$ cat src/rtl/sar_adc_dac_seq_if.sv
// Request/result bundle for the multi-channel SAR ADC/DAC sequencer.
// master drives scan requests and analog inputs; slave is the sequencer.
interface sar_adc_dac_seq_if #(
  parameter int unsigned WIDTH    = 10,
  parameter int unsigned CHANNELS = 4
);
  localparam int unsigned CH_W = $clog2(CHANNELS);

  logic [CHANNELS*WIDTH-1:0] analog_in;
  logic                      start;
  logic [CHANNELS-1:0]       chan_mask;
  logic                      abort;
  logic                      busy;
  logic [WIDTH-1:0]          data_out;
  logic [CH_W-1:0]           data_ch;
  logic                      data_valid;
  logic [CHANNELS*WIDTH-1:0] analog_out;

  modport master (
    output analog_in, start, chan_mask, abort,
    input  busy, data_out, data_ch, data_valid, analog_out
  );

  modport slave (
    input  analog_in, start, chan_mask, abort,
    output busy, data_out, data_ch, data_valid, analog_out
  );
endinterface

$ cat src/rtl/sar_adc_dac_seq.sv
// Round-robin multi-channel SAR ADC sequencer with per-channel DAC hold registers.
// Optional ADC_AVG4_EN: four conversions per channel, result is their truncated mean.
module sar_adc_dac_seq #(
  parameter int unsigned WIDTH    = 10,
  parameter int unsigned CHANNELS = 4
) (
  input logic              clk,
  input logic              rst,
  sar_adc_dac_seq_if.slave bus
);
  localparam int unsigned CH_W  = $clog2(CHANNELS);
  localparam int unsigned BIT_W = $clog2(WIDTH);

  typedef enum logic [1:0] {StIdle, StSample, StConvert, StDone} state_e;

  state_e                    state_q, state_d;
  logic [CHANNELS-1:0]       mask_q, mask_d;
  logic [CH_W-1:0]           ch_q, ch_d;
  logic [WIDTH-1:0]          held_q, held_d;
  logic [WIDTH-1:0]          sar_q, sar_d;
  logic [BIT_W-1:0]          bit_q, bit_d;
  logic [WIDTH-1:0]          data_out_q, data_out_d;
  logic [CH_W-1:0]           data_ch_q, data_ch_d;
  logic                      valid_q, valid_d;
  logic [CHANNELS*WIDTH-1:0] dac_q, dac_d;

  logic [WIDTH-1:0]    trial;
  logic [WIDTH-1:0]    sar_step;
  logic [WIDTH-1:0]    result;
  logic [CHANNELS-1:0] rest_mask;

`ifdef ADC_AVG4_EN
  localparam int unsigned SUM_W = WIDTH + 2;
  logic [1:0]       pass_q, pass_d;
  logic [SUM_W-1:0] sum_q, sum_d;
  assign result = WIDTH'(sum_q >> 2);
`else
  assign result = sar_q;
`endif

  function automatic logic [CH_W-1:0] lowest(input logic [CHANNELS-1:0] m);
    lowest = '0;
    for (int i = CHANNELS - 1; i >= 0; i--) begin
      if (m[i]) lowest = CH_W'(i);
    end
  endfunction

  assign trial     = sar_q | (WIDTH'(1) << bit_q);
  assign sar_step  = (held_q >= trial) ? trial : sar_q;
  assign rest_mask = mask_q & ~(CHANNELS'(1) << ch_q);

  always_comb begin
    state_d    = state_q;
    mask_d     = mask_q;
    ch_d       = ch_q;
    held_d     = held_q;
    sar_d      = sar_q;
    bit_d      = bit_q;
    data_out_d = data_out_q;
    data_ch_d  = data_ch_q;
    valid_d    = 1'b0;
    dac_d      = dac_q;
`ifdef ADC_AVG4_EN
    pass_d     = pass_q;
    sum_d      = sum_q;
`endif

    unique case (state_q)
      StIdle: begin
        if (bus.start && (|bus.chan_mask) && !bus.abort) begin
          mask_d  = bus.chan_mask;
          ch_d    = lowest(bus.chan_mask);
          state_d = StSample;
`ifdef ADC_AVG4_EN
          pass_d  = '0;
          sum_d   = '0;
`endif
        end
      end
      StSample: begin
        held_d  = bus.analog_in[ch_q*WIDTH +: WIDTH];
        sar_d   = '0;
        bit_d   = BIT_W'(WIDTH - 1);
        state_d = StConvert;
      end
      StConvert: begin
        sar_d = sar_step;
        if (bit_q == '0) begin
`ifdef ADC_AVG4_EN
          sum_d = sum_q + SUM_W'(sar_step);
          if (pass_q == 2'd3) begin
            state_d = StDone;
          end else begin
            pass_d  = pass_q + 2'd1;
            state_d = StSample;
          end
`else
          state_d = StDone;
`endif
        end else begin
          bit_d = bit_q - 1'b1;
        end
      end
      StDone: begin
        data_out_d                  = result;
        data_ch_d                   = ch_q;
        valid_d                     = 1'b1;
        dac_d[ch_q*WIDTH +: WIDTH]  = result;
        mask_d                      = rest_mask;
        if (|rest_mask) begin
          ch_d    = lowest(rest_mask);
          state_d = StSample;
`ifdef ADC_AVG4_EN
          pass_d  = '0;
          sum_d   = '0;
`endif
        end else begin
          state_d = StIdle;
        end
      end
      default: state_d = StIdle;
    endcase

    // Abort wins over everything, including the DONE-cycle result and DAC write.
    if (state_q != StIdle && bus.abort) begin
      state_d    = StIdle;
      valid_d    = 1'b0;
      data_out_d = data_out_q;
      data_ch_d  = data_ch_q;
      dac_d      = dac_q;
`ifdef ADC_AVG4_EN
      sum_d      = '0;
      pass_d     = '0;
`endif
    end
  end

  always_ff @(posedge clk or negedge rst) begin
    if (!rst) begin
      state_q    <= StIdle;
      mask_q     <= '0;
      ch_q       <= '0;
      held_q     <= '0;
      sar_q      <= '0;
      bit_q      <= '0;
      data_out_q <= '0;
      data_ch_q  <= '0;
      valid_q    <= 1'b0;
      dac_q      <= '0;
`ifdef ADC_AVG4_EN
      pass_q     <= '0;
      sum_q      <= '0;
`endif
    end else begin
      state_q    <= state_d;
      mask_q     <= mask_d;
      ch_q       <= ch_d;
      held_q     <= held_d;
      sar_q      <= sar_d;
      bit_q      <= bit_d;
      data_out_q <= data_out_d;
      data_ch_q  <= data_ch_d;
      valid_q    <= valid_d;
      dac_q      <= dac_d;
`ifdef ADC_AVG4_EN
      pass_q     <= pass_d;
      sum_q      <= sum_d;
`endif
    end
  end

  assign bus.busy       = (state_q != StIdle);
  assign bus.data_out   = data_out_q;
  assign bus.data_ch    = data_ch_q;
  assign bus.data_valid = valid_q;
  assign bus.analog_out = dac_q;
endmodule

$ cat src/flat_wrapper.sv
// flat-port wrapper written by rule: the top's interface ports become plain ports
module sar_adc_dac_seq_flat 
#(
  parameter int unsigned WIDTH    = 10,
  parameter int unsigned CHANNELS = 4
)
  (clk, rst, bus_analog_in, bus_start, bus_chan_mask, bus_abort, bus_busy, bus_data_out, bus_data_ch, bus_data_valid, bus_analog_out);
  sar_adc_dac_seq_if #(.WIDTH(WIDTH), .CHANNELS(CHANNELS)) bus_i ();
  input logic clk;
  input logic rst;
  input wire logic [$bits(bus_i.analog_in)-1:0] bus_analog_in;
  input wire logic [$bits(bus_i.start)-1:0] bus_start;
  input wire logic [$bits(bus_i.chan_mask)-1:0] bus_chan_mask;
  input wire logic [$bits(bus_i.abort)-1:0] bus_abort;
  output wire logic [$bits(bus_i.busy)-1:0] bus_busy;
  output wire logic [$bits(bus_i.data_out)-1:0] bus_data_out;
  output wire logic [$bits(bus_i.data_ch)-1:0] bus_data_ch;
  output wire logic [$bits(bus_i.data_valid)-1:0] bus_data_valid;
  output wire logic [$bits(bus_i.analog_out)-1:0] bus_analog_out;
  assign bus_i.analog_in = bus_analog_in;
  assign bus_i.start = bus_start;
  assign bus_i.chan_mask = bus_chan_mask;
  assign bus_i.abort = bus_abort;
  assign bus_busy = bus_i.busy;
  assign bus_data_out = bus_i.data_out;
  assign bus_data_ch = bus_i.data_ch;
  assign bus_data_valid = bus_i.data_valid;
  assign bus_analog_out = bus_i.analog_out;
  sar_adc_dac_seq #(.WIDTH(WIDTH), .CHANNELS(CHANNELS)) u_core (.clk(clk), .rst(rst), .bus(bus_i));
endmodule
$ cat config.mk
export PLATFORM = sky130hd
export DESIGN_NAME = sar_adc_dac_seq_flat
export DESIGN_NICKNAME = d
export VERILOG_FILES = /design/src/rtl/sar_adc_dac_seq_if.sv /design/src/rtl/sar_adc_dac_seq.sv /design/src/flat_wrapper.sv
export SDC_FILE = /design/constraint.sdc
export NUM_CORES = 1
export LEC_CHECK = 0
export ABC_AREA = 0
export CAP_MARGIN = 15
export CELL_PAD_IN_SITES_DETAIL_PLACEMENT = 1
export CELL_PAD_IN_SITES_GLOBAL_PLACEMENT = 1
export CORE_UTILIZATION = 45
export CTS_BUF_LIST = sky130_fd_sc_hd__clkbuf_8
export DETAILED_ROUTE_END_ITERATION = 8
export GPL_ROUTABILITY_DRIVEN = 0
export PLACE_DENSITY_LB_ADDON = 0.25
export SLEW_MARGIN = 30
export SYNTH_ARGS = -nofsm -noshare
export SYNTH_HDL_FRONTEND = slang
export SYNTH_SLANG_ARGS = --single-unit
$ cat constraint.sdc
create_clock -name clk -period 8.3 [get_ports clk]
set_clock_uncertainty 0.1 [all_clocks]
set_input_delay 1.66 -clock clk [delete_from_list [all_inputs] [get_ports clk]]
set_output_delay 1.66 -clock clk [all_outputs]
set_load 0.02 [all_outputs]
==> results.yml, run 1 <==
floorplanning:
  pin_count: 102
  placement_rows: 37
  chipWidth_um: 106
  die_h_um: 106
  core_area_um2: 10400
  die-area_um2: 11300
  start_util: 0.469
drt:
  via_count: 3885
  drt_first_pass_iters: 4
  viasPerCell: 5.74
  drt_wl_total_mm: 12.7
  wl_per_cell_um: 18.8
  ant_nets: 0
  initialDrtViolationCount: 158
  drc: 0
synthesis:
  ys_types: 59
  yosys_most_used_dff: "dfrtp_1"
  synth_seq_area_share: 0.435
  ys.warnings.count: 0
  syn_nets: 523
  netlist_instances: 447
  synth-seq-cells: 85
  synth.avg_cell_area_um2: 10.9
  syn_area_um2: 4890
  synth_edf_count: 0
  synthArstFlopShare: 1.00
worst_setup_path:
  end_kind: "output pin"
  critPathKind: "reg2out"
  crit_buf_inv: 3
  crit_path_frequent_cell: "inv_1"
  path_delay_family: "buffers and inverters"
  r2r-start: "u_core.ch_q[1]"
  rr_worst_depth: 5
  crit_chain: "inv_1, ha_1, inv_1, clkdlybuf4s50_1"
  r2r_slack_ns: 5.18
  worstPathMaxFanout: 8
  cp.arrival_ns: 2.07
  required_ns: 6.54
  start_kind: "flop"
  cp_slowest_cell: "clkdlybuf4s50_1"
  rr_endpoint: "u_core.bus.analog_out[2]"
  cpPeakStageDelay_ns: 0.63
clock_network:
  clkTransAtPathRegs_ns: 0.09
  insertion_delay_ns: 0.37
  cts_hold_buf: 0
  cts-htree-levels: 3
  cts_buffers: 9
  cts.sinks: 85
  postCtsSetupRepairBufs: 0
  cts_root_buf: "clkbuf_8"
  cts.repair.resized: 0
  cts_tree: "yes"
  clockBufferDepth: 2
cells_and_area:
  drive_gt1_frac: 0.128
  most-common-layout-cells: "clkdlybuf4s50_1 (100), dfrtp_1 (85), nand2_1 (44)"
  instances_no_fill: 677
  area_delta_synth_final_pct: 25.6
  multiInputGateArea_um2: 2550
  seq_area_um2: 2130
  fillers: 1117
  final_common_cell: "clkdlybuf4s50_1"
  diodes: 0
  num-nets-final: 612
timing:
  tns_ns: 0
  clock.fmax_mhz: 261
  worst_pin_slew_ns: 0.871
  setup_viol: 0
  period_share: 0.462
  fin_crit_ns: 3.83
  hold_viol: 0
  slew_headroom: 0.419
  rsz0062_at_grt: "no"
  worst_slack_ns: 4.47
  slew_violations: 0
global_route:
  grt_remaining_overflow: 0
  grt_pass1_wl_mm: 21.0
  track_usage: 0.240
  antenna_found_initial: 0
  grt_max_degree: 86
  grt_pass1_vias: 4124
placement:
  place_inst: 661
  dp_slack_ns: 4.37
  port_buffers: 101
  dp_hpwl_mm: 9.44
outcome:
  status: "finished, final reports clean"
power_and_ir_drop:
  power.leakage_uw: 0.00258
  power_density_nw_per_um2: 354
  peakVddDrop_mv: 0.135
hold_path:
  holdPathEnd: "u_core.bus.analog_out[18]"
  worstHoldPathCells: 2
  min_path_type: "reg2reg"
  hold_start: "u_core.bus.analog_out[18]"
job:
  drv_cap: 0
layout make-up:
| class | count | share of cell area |
|---|---|---|
| multi-input cells | 324 | 0.416 |
| flip-flops and latches | 85 | 0.347 |
| repair buffers | 102 | 0.166 |
| well taps | 136 | 0.0277 |
| clock buffers | 9 | 0.0202 |
| clock inverters | 7 | 0.0147 |
| inverters | 14 | 0.00856 |
cells in the mapped netlist, types with 2 or more instances:
cell type	n	area, um^2
a22oi_1	8	60.1
a32oi_1	5	43.8
inv_1	13	48.8
a22o_1	16	140
a211o_1	2	17.5
nand2_1	44	165
nor3_1	8	40.0
mux4_2	9	203
nor2_1	22	82.6
buf_6	3	33.8
mux2i_4	2	45.0
nand2b_1	11	68.8
a31oi_1	4	25.0
nor2b_1	13	81.3
ha_1	28	350
o31ai_1	11	82.6
o21ai_0	21	105
mux2_2	26	293
nand2_4	2	22.5
or2_0	4	25.0
clkbuf_1	5	18.8
dfrtp_1	85	2130
or3_1	3	18.8
xor2_1	2	17.5
mux2i_1	14	140
buf_4	3	22.5
a21oi_1	30	150
nor4_1	3	18.8
o41ai_1	2	17.5
o22ai_1	4	25.0
nand3_1	6	30.0
buf_2	11	55.1
cell families (layout without fill, tap and decap cells):
group	count (synthesis)	in the layout	share of synthesized area
AOI/OAI and AO/OA	113	113	0.160
buffers and inverters	38	132	0.0423
DFF	85	85	0.435
xor gates and xnor gates	2	2	0.00359
muxes	52	52	0.145
and+or+nand+nor	129	129	0.143
adders and majority gates	28	28	0.0717
state kept, by name, indices dropped and copies added, names as in the netlist:
| register | flops |
|---|---|
| u_core.bus.analog_out | 40 |
| u_core.bus.data_out | 10 |
| u_core.held_q | 10 |
| u_core.result | 10 |
| u_core.bit_q | 4 |
| u_core.mask_q | 4 |
| u_core.bus.data_ch | 2 |
| u_core.ch_q | 2 |
| u_core.state_q | 2 |
| u_core.bus.data_valid | 1 |
stage by stage:
stage | power (uW) | hold WS, ns | cell area (um^2) | utilization
after floorplan | 1480 | 0.364 | 4890 | -
after global placement | 1790 | 0.364 | 5920 | 0.568
after detailed placement | 1850 | 0.374 | 5920 | 0.569
after CTS | 2180 | 0.393 | 6140 | 0.589
after global routing | 2310 | 0.413 | 6140 | 0.589
final | 2170 | 0.384 | 6140 | 0.589
worst max-delay path by stage:
stage	from	end	slack [ns]	cells after the start
2_1_floorplan	bus_chan_mask[2]	u_core.state_q[0]	5.46	4
3_3_place_gp	bus_abort	u_core.bus.analog_out[25]	4.54	5
3_5_place_dp	bus_abort	u_core.bus.analog_out[25]	4.37	5
4_1_cts	u_core.state_q[0]	bus_busy	4.47	4
5_1_grt	u_core.state_q[0]	bus_busy	4.34	4
6_report	u_core.state_q[0]	bus_busy	4.47	4
metal layers:
layer	wire length, um	global-route usage	vias up
li1	-	-	1810
met1	5430	0.295	1967
met2	6730	0.428	90
met3	345	0.0282	18
met4	234	0.0903	0
met5	0	0	-
tightest hold or removal path: stages, from the launching register on:
cell and delay (ns):
dfrtp_1 0.35, nand2_1 0.05, o21ai_0 0.06
power breakdown:
group | internal (uW) | switching (uW)
logic | 504 | 664
registers | 550 | 130
clock network | 168 | 157
No activity file was read; power rests on OpenSTA's default activity.
==> run 2: changes to the inputs <==
CORE_UTILIZATION = 37   (was 45)
clock period = 3.1 ns   (was 8.3 ns; I/O delays follow)
==> run 2 against run 1 <==
Die area rose by 21%. Non-clock buffer count increased by 8. Sequential share of layout area is 0.75 points lower. Register-to-register slack worse by 4.9 ns. Via count is essentially flat. Clock power grew to 2.8 times the previous value. Critical path type unchanged. Sequential power rose to 2.6 times the previous value. Final cell count rose by 6.5%. Worst hold slack got worse by 0.28 ns. Sequential cell count unchanged. Critical endpoint unchanged.
==> results.yml, run 2 (synthesized netlist as in run 1, its figures left out) <==
outcome:
  status: "finished, final reports clean"
job:
  drv_cap: 0
global_route:
  antenna_found_initial: 0
  top_usage_layer: "met2"
  grt_pass1_vias: 4094
  grt_pass1_wl_mm: 21.4
  track_usage: 0.210
  met3_usage: 0.0438
  grt_max_degree: 46
  use_met1: 0.254
  grt_remaining_overflow: 0
  grt_util_met2: 0.368
worst_setup_path:
  required_ns: 2.38
  worstPathMaxFanout: 8
  end_kind: "output pin"
  cp_slowest_cell: "clkdlybuf4s50_1"
  critPathLaunch: "u_core.state_q[0]"
  r2r-start: "u_core.bit_q[0]"
  critPathKind: "reg2out"
  cpPeakStageDelay_ns: 0.62
  crit_path_frequent_cell: "inv_1"
  path_delay_family: "buffers and inverters"
  crit_chain: "inv_1, ha_1, inv_1, clkdlybuf4s50_1"
  crit_buf_inv: 3
  cp.arrival_ns: 2.07
  start_kind: "flop"
timing:
  worst_pin_slew_ns: 0.836
  hold_viol: 0
  period_share: 0.901
  slew_violations: 0
  clock.fmax_mhz: 358
  slew_headroom: 0.443
  setup_viol: 0
  rsz0062_at_grt: "no"
  tns_ns: 0
  fin_crit_ns: 2.79
  hold_ws_ns: 0.101
cells_and_area:
  most-common-layout-cells: "clkdlybuf4s50_1 (100), dfrtp_1 (85), nand2_1 (44)"
  drive_gt1_frac: 0.140
  multiInputGateArea_um2: 2550
  num-nets-final: 620
  seq_area_um2: 2130
  fin_area_um2: 6270
  area_delta_synth_final_pct: 28.3
  largest_reg_flops: 40
  diodes: 0
  fillers: 1423
  final_common_cell: "clkdlybuf4s50_1"
  fin_util: 0.493
drt:
  drt_wl_total_mm: 13.3
  wl_per_cell_um: 18.5
  viasPerCell: 5.39
  ant_nets: 0
  via_count: 3883
  drt_first_pass_iters: 4
  initialDrtViolationCount: 165
  drc: 0
clock_network:
  cts_tree: "yes"
  cts_hold_buf: 0
  clockBufferDepth: 2
  cts.sinks: 85
  insertion_delay_ns: 0.38
  cts-htree-levels: 3
  cts_buffers: 9
  cts_root_buf: "clkbuf_8"
  clkTransAtPathRegs_ns: 0.09
power_and_ir_drop:
  power_density_nw_per_um2: 958
  power.leakage_uw: 0.00261
  peakVddDrop_mv: 0.443
  total_power_uw: 6010
placement:
  port_buffers: 101
  dp_hpwl_mm: 10.0
  dpl_cell_area_um2: 6030
hold_path:
  min_path_type: "in2async"
floorplanning:
  die_h_um: 117
  core_area_um2: 12700
  die-area_um2: 13700
  chipWidth_um: 117
  placement_rows: 41
  pin_count: 102
  start_util: 0.384
-- run 2: cell types whose count changed in the layout (fill, tap and decap cells not counted), sizes merged --
cell,before,now
clkinv,4,1
clkinvlp,2,4
buf,2,10
inv,13,14
-- run 2: path summary, 6_finish.rpt --
kind / depth (start not counted) / to / slack (ns)
min in group clk: 2 / u_core.bus.analog_out[13] / 0.38
worst min-delay path: 1 / u_core.bus.analog_out[11] / 0.10
worst min register to register: 2 / u_core.bus.analog_out[13] / 0.38
worst max register to register: 10 / u_core.result[0] / 0.32
worst max-delay path: 4 / bus_busy / 0.31
max in group asynchronous: 2 / u_core.bit_q[0] / 2.15
-- run 2: worst reg2reg max path, cell delays in order (launching register included) --
cell	delay, ns
dfrtp_1	0.45
inv_1	0.13
ha_1	0.23
or3b_2	0.51
nand2b_1	0.12
ha_1	0.23
nand2b_1	0.13
a21o_1	0.20
a221oi_4	0.31
buf_12	0.17
o21ai_0	0.08
-- run 2: what timing repair did --
item / 4_1_cts / 5_1_grt
resized for setup: 0 / 0
endpoints found under the hold margin: 0 / 0
endpoints found under the setup margin: 0 / 1
setup buffers: 0 / 1
-- run 2: routing by layer --
metal	share of wire	vias to the layer above
li1	-	1819
met3	0.033	19
met2	0.51	74
met4	0.020	0
met1	0.43	1971
met5	0	-
-- run 2: metrics by stage --
stage	cells	setup WS, ns
after floorplan	447	0.471
after global placement	704	0.328
after detailed placement	704	0.196
after CTS	720	0.176
after global routing	721	0.158
final	721	0.307
-- run 2: final cells by class --
| class | instances | share of cell area |
|---|---|---|
| timing repair buffer | 110 | 0.176 |
| clock buffer | 9 | 0.0198 |
| tap | 172 | 0.0343 |
| inverter | 14 | 0.00838 |
| sequential | 85 | 0.339 |
| multi-input combinational | 324 | 0.407 |
| clock inverter | 7 | 0.0158 |
-- run 2: power by group --
part / internal, uW / leakage, uW / switching (uW)
Combinational: 1470 / 0.00140 / 1850
Clock: 456 / 0.0000981 / 446
Sequential: 1470 / 0.00112 / 318
==> run 3: changes to the inputs <==
CORE_MARGIN = 2   (was unset)
MAX_ROUTING_LAYER = met4   (was unset)
==> run 3 against run 2 <==
Clock-buffer cell count up 3. Worst hold slack better by 0.023 ns. Sequential cell count unchanged. Sequential power about the same. Die area up 3.5%. Worst setup slack worse by 0.13 ns. Largest cell class unchanged. Final cell count down 0.14%. Critical path type is now reg2reg.
==> results.yml, run 3 (synthesized netlist as in run 1, its figures left out) <==
drt:
  drc: 0
  ant_nets: 0
  wl_per_cell_um: 17.8
  via_count: 3876
  drt_first_pass_iters: 7
  viasPerCell: 5.38
  drt_wl_total_mm: 12.8
  initialDrtViolationCount: 172
cells_and_area:
  fillers: 1373
  area_delta_synth_final_pct: 28.7
  most-common-layout-cells: "clkdlybuf4s50_1 (100), dfrtp_1 (85), nand2_1 (44)"
  drive_gt1_frac: 0.137
  diodes: 0
  num-nets-final: 619
  final_common_cell: "clkdlybuf4s50_1"
  largest_reg_flops: 40
clock_network:
  cts_hold_buf: 0
  cts_tree: "yes"
  cts.repair.resized: 0
  cts-htree-levels: 3
  cts_buffers: 9
  clockBufferDepth: 2
  clkTransAtPathRegs_ns: 0.08
  cts_root_buf: "clkbuf_8"
  cts.sinks: 85
  insertion_delay_ns: 0.36
  postCtsSetupRepairBufs: 0
floorplanning:
  chipWidth_um: 119
  die-area_um2: 14100
  placement_rows: 41
  pin_count: 102
  core_area_um2: 12800
  die_h_um: 119
  start_util: 0.383
global_route:
  grt_pass1_wl_mm: 21.1
  antenna_found_initial: 0
  track_usage: 0.193
  grt_remaining_overflow: 0
  grt_pass1_vias: 4087
  grt_max_degree: 47
timing:
  slew_violations: 0
  hold_viol: 0
  rsz0062_at_grt: "no"
  clock.fmax_mhz: 342
  slew_headroom: 0.439
  fin_crit_ns: 2.92
  worst_pin_slew_ns: 0.841
  period_share: 0.943
  setup_viol: 0
  tns_ns: 0
worst_setup_path:
  critPathKind: "reg2reg"
  required_ns: 3.23
  end_kind: "flop"
  start_kind: "flop"
  worstPathMaxFanout: 10
  cp.arrival_ns: 3.06
power_and_ir_drop:
  total_power_uw: 5980
  peakVddDrop_mv: 0.263
  internal-power_uw: 3460
  pwr-share-clk: 0.167
  power_density_nw_per_um2: 952
  netSwitchingPower_uw: 2530
  seq_power_share: 0.297
  power.leakage_uw: 0.00264
  combPwrFrac: 0.536
  switching_share: 0.422
placement:
  port_buffers: 101
  dp_hpwl_mm: 9.77
outcome:
  status: "finished, final reports clean"
job:
  drv_cap: 0
hold_path:
  min_path_type: "in2async"
-- run 3: worst paths after layout --
path                                                 from                   endpoint  slack (ns)  cells past startpoint
worst max-delay path                      u_core.bit_q[0]           u_core.result[0]        0.18                      9
worst min-delay path                                  rst  u_core.bus.analog_out[10]        0.12                      1
worst max register to register            u_core.bit_q[0]           u_core.result[0]        0.18                      9
worst min register to register  u_core.bus.analog_out[13]  u_core.bus.analog_out[13]        0.38                      2
max in group asynchronous                             rst           u_core.result[7]        2.16                      2
min in group clk                u_core.bus.analog_out[13]  u_core.bus.analog_out[13]        0.38                      2
-- run 3: worst max-delay path, stage by stage, from the launching register on --
cell      delay, ns
dfrtp_1        0.45
inv_1          0.13
ha_1           0.23
or3b_2         0.51
nand2b_1       0.12
ha_1           0.23
nand2b_1       0.14
a21o_1         0.21
a221oi_4       0.52
o21ai_0        0.16
-- run 3: cell type report --
cell class | instances | area, um^2 | area share
Clock inverter | 4 | 93.8 | 0.0149
Multi-Input combinational cell | 324 | 2550 | 0.406
Sequential cell | 85 | 2130 | 0.338
Clock buffer | 12 | 165 | 0.0263
Timing Repair Buffer | 109 | 1080 | 0.172
Tap cell | 172 | 215 | 0.0342
Inverter | 14 | 52.6 | 0.00836
-- run 3: power groups by stage --
stage	combinational (uW)	clock (uW)	sequential (uW)
finish	3210	999	1780
global route	3510	1060	1840
CTS	3240	1020	1790
detailed placement	3220	0	1810
global placement	3100	0	1790
floorplan	2010	0	1950
-- run 3: routing by layer --
layer | wire, um | global-route usage
met5 | 0 | -
met4 | 134 | 0.0424
met3 | 449 | 0.0350
met2 | 6710 | 0.342
met1 | 5500 | 0.228
-- run 3: metrics by stage --
stage	cell area (um^2)	utilization	setup slack [ns]	hold WS (ns)	cells
4_1_cts	6290	0.492	0.158	0.138	720
2_1_floorplan	4890	-	0.471	0.224	447
3_5_place_dp	6030	0.472	0.183	0.370	704
3_3_place_gp	6030	0.472	0.325	0.364	704
6_report	6290	0.492	0.176	0.124	720
5_1_grt	6290	0.492	0.0232	0.154	720
